===== src/rtl/alu_mul_seq.sv =====
// Multi-cycle shift-add multiplier that borrows the shared combinational ALU for its additions.
// Produces the low WIDTH bits of op_a*op_b; the ALU bus is parked on PASS whenever busy is low.
module alu_mul_seq #(
    parameter int          WIDTH      = 32,
    parameter logic [4:0]  ALU_ADD    = 5'b00001,
    parameter logic [4:0]  ALU_PASS   = 5'b00100,
    parameter bit          EARLY_EXIT = 1'b1
) (
    input  logic             clk,
    input  logic             rst,
    input  logic             start,
    input  logic [WIDTH-1:0] op_a,
    input  logic [WIDTH-1:0] op_b,
    output logic             busy,
    output logic             done,
    output logic [WIDTH-1:0] result,
    output logic [WIDTH-1:0] alu_a,
    output logic [WIDTH-1:0] alu_b,
    output logic [4:0]       alu_ctrl,
    input  logic [WIDTH-1:0] alu_c,
    output logic [1:0]       dbg_state
);

    localparam int CW = $clog2(WIDTH);

    // Handshake: start is a level sampled only in IDLE/DONE; busy marks RUN,
    // done is a single-cycle pulse and result stays valid until the next done.
    typedef enum logic [1:0] {
        S_IDLE = 2'd0,
        S_RUN  = 2'd1,
        S_DONE = 2'd2
    } state_t;

    state_t           r_state;
    state_t           w_next_state;
    logic [WIDTH-1:0] r_acc;
    logic [WIDTH-1:0] r_m;
    logic [WIDTH-1:0] r_q;
    logic [CW-1:0]    r_cnt;
    logic [WIDTH-1:0] r_result;
    logic [WIDTH-1:0] w_acc_step;
    logic             w_last;
    logic             w_accept;

    // Last iteration: counter exhausted, or no multiplier bits remain after this one.
    assign w_last     = (r_cnt == CW'(WIDTH - 1)) || (EARLY_EXIT && ((r_q >> 1) == '0));
    assign w_acc_step = r_q[0] ? alu_c : r_acc;
    assign w_accept   = start && ((r_state == S_IDLE) || (r_state == S_DONE));

    always_comb begin
        w_next_state = r_state;
        alu_a        = '0;
        alu_b        = '0;
        alu_ctrl     = ALU_PASS;
        case (r_state)
            S_IDLE: begin
                if (start) w_next_state = S_RUN;
            end
            S_RUN: begin
                alu_a    = r_acc;
                alu_b    = r_m;
                alu_ctrl = ALU_ADD;
                if (w_last) w_next_state = S_DONE;
            end
            S_DONE: begin
                w_next_state = start ? S_RUN : S_IDLE;
            end
            default: w_next_state = S_IDLE;
        endcase
    end

    always_ff @(posedge clk) begin
        if (rst) begin
            r_state  <= S_IDLE;
            r_acc    <= '0;
            r_m      <= '0;
            r_q      <= '0;
            r_cnt    <= '0;
            r_result <= '0;
        end else begin
            r_state <= w_next_state;
            if (w_accept) begin
                r_acc <= '0;
                r_m   <= op_a;
                r_q   <= op_b;
                r_cnt <= '0;
            end else if (r_state == S_RUN) begin
                r_acc <= w_acc_step;
                r_m   <= r_m << 1;
                r_q   <= r_q >> 1;
                r_cnt <= r_cnt + CW'(1);
                if (w_last) r_result <= w_acc_step;
            end
        end
    end

    assign busy      = (r_state == S_RUN);
    assign done      = (r_state == S_DONE);
    assign result    = r_result;
    assign dbg_state = r_state;

endmodule


===== config.mk =====
export PLATFORM = sky130hd
export DESIGN_NAME = alu_mul_seq
export DESIGN_NICKNAME = d
export VERILOG_FILES = /design/src/rtl/alu_mul_seq.sv
export SDC_FILE = /design/constraint.sdc
export NUM_CORES = 1
export LEC_CHECK = 0
export CAP_MARGIN = 5
export CORE_AREA = 2 2 112 114
export CTS_CLUSTER_DIAMETER = 60
export CTS_CLUSTER_SIZE = 28
export DETAILED_ROUTE_END_ITERATION = 6
export DIE_AREA = 0 0 114 116
export GPL_TIMING_DRIVEN = 0
export PLACE_DENSITY = 0.89
export SLEW_MARGIN = 15
export SYNTH_ARGS = -nofsm -noshare
export SYNTH_HDL_FRONTEND = slang
export SYNTH_SLANG_ARGS = --single-unit

===== constraint.sdc =====
create_clock -name clk -period 2.9 [get_ports clk]
set_input_delay 0.29 -clock clk [delete_from_list [all_inputs] [get_ports clk]]
set_output_delay 0.29 -clock clk [all_outputs]
set_load 0.05 [all_outputs]

==> flow_metrics.py <==
metrics = {
    "placed_design": {
        "io_buffers": 200,
        "dp_hpwl_mm": 12.2,
        "place_area_um2": 7990,
        "pre_cts_ws_ns": 0.0509,
        "dp_cells": 1002,
        "gp_congestion": 0.835,
    },
    "clock_network": {
        "post_cts.repair.setup_buffers": 0,
        "cts_root_buffer": "clkbuf_16",
        "clk_latency_ns": 0.41,
        "clock_path_buffers": 2,
        "cts_inserted_buffers": 17,
        "clock-sinks": 135,
        "cts-hold-fix-buffers": 0,
        "htreeDepth": 4,
        "clk_pin_slew_ns": 0.06,
        "cts_tree": "built",
    },
    "routing": {
        "drt_first_pass_iters": 7,
        "drt_iter0_markers": 327,
        "post_drt_wl_per_cell_um": 16.7,
        "final_antenna_net_count": 0,
        "drc": 0,
        "wirelength_mm": 17.3,
        "vias_per_cell": 5.41,
        "vias": 5589,
    },
    "final_layout": {
        "fin_util_pct": 72.1,
        "syn_to_final_growth_pct": 48.2,
        "fin_nets": 975,
        "n_fill_cell": 898,
        "final_cells": 1034,
        "final_area_um2": 8590,
        "drive_gt1_share_pct": 11.8,
        "diodes": 0,
    },
    "yosys": {
        "synth_top_area_share_pct": 46.6,
        "ys_seq_area_share_pct": 46.6,
        "netlist_top_cells_area": "dfxtp_1, a21oi_1, o2bb2ai_2, and2_1, nand2_1",
        "yosys.area.top_type": "dfxtp_1",
        "synth_edf_count": 0,
        "ys.warnings.count": 0,
        "avgSynthCellArea_um2": 8.88,
        "ys.flop_type": "dfxtp_1",
        "netlist_area_um2": 5800,
        "ys_ff_latch": 135,
        "ys_types": 32,
        "synthCells": 653,
        "async_reset_ff_share_pct": 0,
    },
    "sta": {
        "fin_crit_ns": 2.77,
        "slew_headroom_pct": 45.6,
        "hold_violations": 0,
        "layout_setup_ws_ns": 0.134,
        "max_freq_ghz": 0.362,
        "slew_viol_final": 0,
        "holdWs_ns": 0.448,
        "tightest_slew_ns": 0.816,
        "setup_viol": 0,
        "skew_ns": 0.00731,
        "setup-tns-final_ns": 0,
        "fin_crit_sh_pct": 95.4,
    },
    "worst_hold_path": {
        "hp-class": "reg2reg",
    },
    "critical_path": {
        "end_kind": "output pin",
        "crit_fanout": 10,
        "worstSetupPathType": "reg2out",
        "startpoint_type": "flop",
        "required_ns": 2.61,
        "arrival_ns": 2.48,
    },
    "global_routing": {
        "track_usage_pct": 25.7,
        "grt_pass1_vias": 5514,
        "grt_pass1_wl_mm": 26.9,
        "met2_usage_pct": 44.4,
        "overflow": 0,
        "use_met3_pct": 7.53,
        "grt_max_degree": 17,
        "grtUsageMet1_pct": 30.3,
        "antenna_found_initial": 0,
        "gr-max-usage-layer": "met2",
    },
    "pwr": {
        "totalPowerFinal_mw": 5.25,
        "ir_worst_vdd_mv": 0.333,
        "leakage_nw": 3.50,
        "p_per_area_nw_per_um2": 610,
    },
    "run": {
        "maxCapViolCount": 0,
    },
    "floorplanning": {
        "dieArea_um2": 13200,
        "die_h_um": 116,
        "die_width_um": 114,
        "num_rows": 40,
        "coreArea_um2": 11900,
        "num_io_pins": 204,
        "initial_core_util_pct": 48.7,
    },
    "status": {
        "status": "completed",
    },
}
-- report_power, final --
part	switching [mW]	internal, mW	leakage [nW]
registers	0.0711	1.96	1.10
clock network	0.802	1.57	0.316
logic	0.491	0.351	2.08
-- sequential cells by signal, summed over array words and instances, names as in the netlist --
signal	count
dbg_state	2
r_acc	32
r_cnt	5
r_m	32
r_q	32
result	32
-- path summary, 6_finish.rpt --
path	slack, ns	from	cells after the start	end
worst max-delay path	0.13	dbg_state[1]	6	alu_b[4]
worst min-delay path	0.45	r_m[19]	2	r_m[19]
worst max register to register	0.89	r_cnt[0]	7	result[19]
worst min register to register	0.45	r_m[19]	2	r_m[19]
-- routing by layer --
layer | routed length (um) | part of all wire (%)
met2 | 8410 | 49
met4 | 382 | 2.2
met5 | 0 | 0
met1 | 7110 | 41
met3 | 1370 | 7.9
-- repair_timing --
action	4_1_cts	5_1_grt
gates cloned	0	0
endpoints found under the setup margin	52	33
gates resized for setup	45	36
-- synthesized netlist by cell type (8+ instances only) --
| cell type | number |
|---|---|
| o2bb2ai_2 | 29 |
| a21oi_1 | 96 |
| buf_2 | 17 |
| o22ai_1 | 31 |
| dfxtp_1 | 135 |
| nor3_1 | 32 |
| mux2i_1 | 33 |
| clkbuf_1 | 25 |
| and2_1 | 65 |
| nand2_1 | 104 |
| nor2_1 | 35 |
| buf_1 | 8 |
-- area by class of cell --
cell class | instances | area, um^2 | share of cell area, %
tap | 147 | 184 | 2.14
timing repair buffer | 200 | 1940 | 22.6
sequential | 135 | 2700 | 31.5
multi-input combinational | 459 | 2780 | 32.3
clock inverter | 12 | 198 | 2.30
inverter | 2 | 7.51 | 0.0874
clock buffer | 20 | 457 | 5.31
buffer | 59 | 322 | 3.74
-- critical path: stages, from the launching register on --
cell             delay [ns]
dfxtp_1                0.33
nand2b_1               0.14
buf_2                  0.17
inv_2                  0.11
clkbuf_1               0.30
and2_1                 0.21
clkdlybuf4s50_1        0.81
-- cell families after synthesis --
logic type / share of synthesized area [%]
and+or+nand+nor: 20.9
xor gates and xnor gates: 0.453
other: 0.0647
buffers and inverters: 5.61
AOI/OAI and AO/OA: 20.2
DFF: 46.6
adders and majority gates: 0.431
muxes: 5.70
-- cells in the final DEF (no fill, tap or decap), types with 2 or more instances in the layout --
master,n
clkdlybuf4s50_1,144
dfxtp_1,135
nand2_1,104
a21oi_1,96
and2_1,65
nor2_1,35
mux2i_1,33
nor3_1,32
dlygate4sd2_1,32
o22ai_1,31
o2bb2ai_2,29
clkbuf_1,23
buf_2,17
clkbuf_16,17
clkbuf_2,13
dlymetal6s2s_1,13
buf_1,8
nor4_1,6
nand2b_1,5
buf_4,5
bufinv_16,5
nand4_1,3
buf_12,3
o2bb2ai_1,3
conb_1,3
clkinv_2,3
inv_2,2
nor2b_1,2
xor2_1,2
ha_1,2
clkinvlp_4,2
clkbuf_8,2
Note: power is estimated with default switching activity, not from simulation.
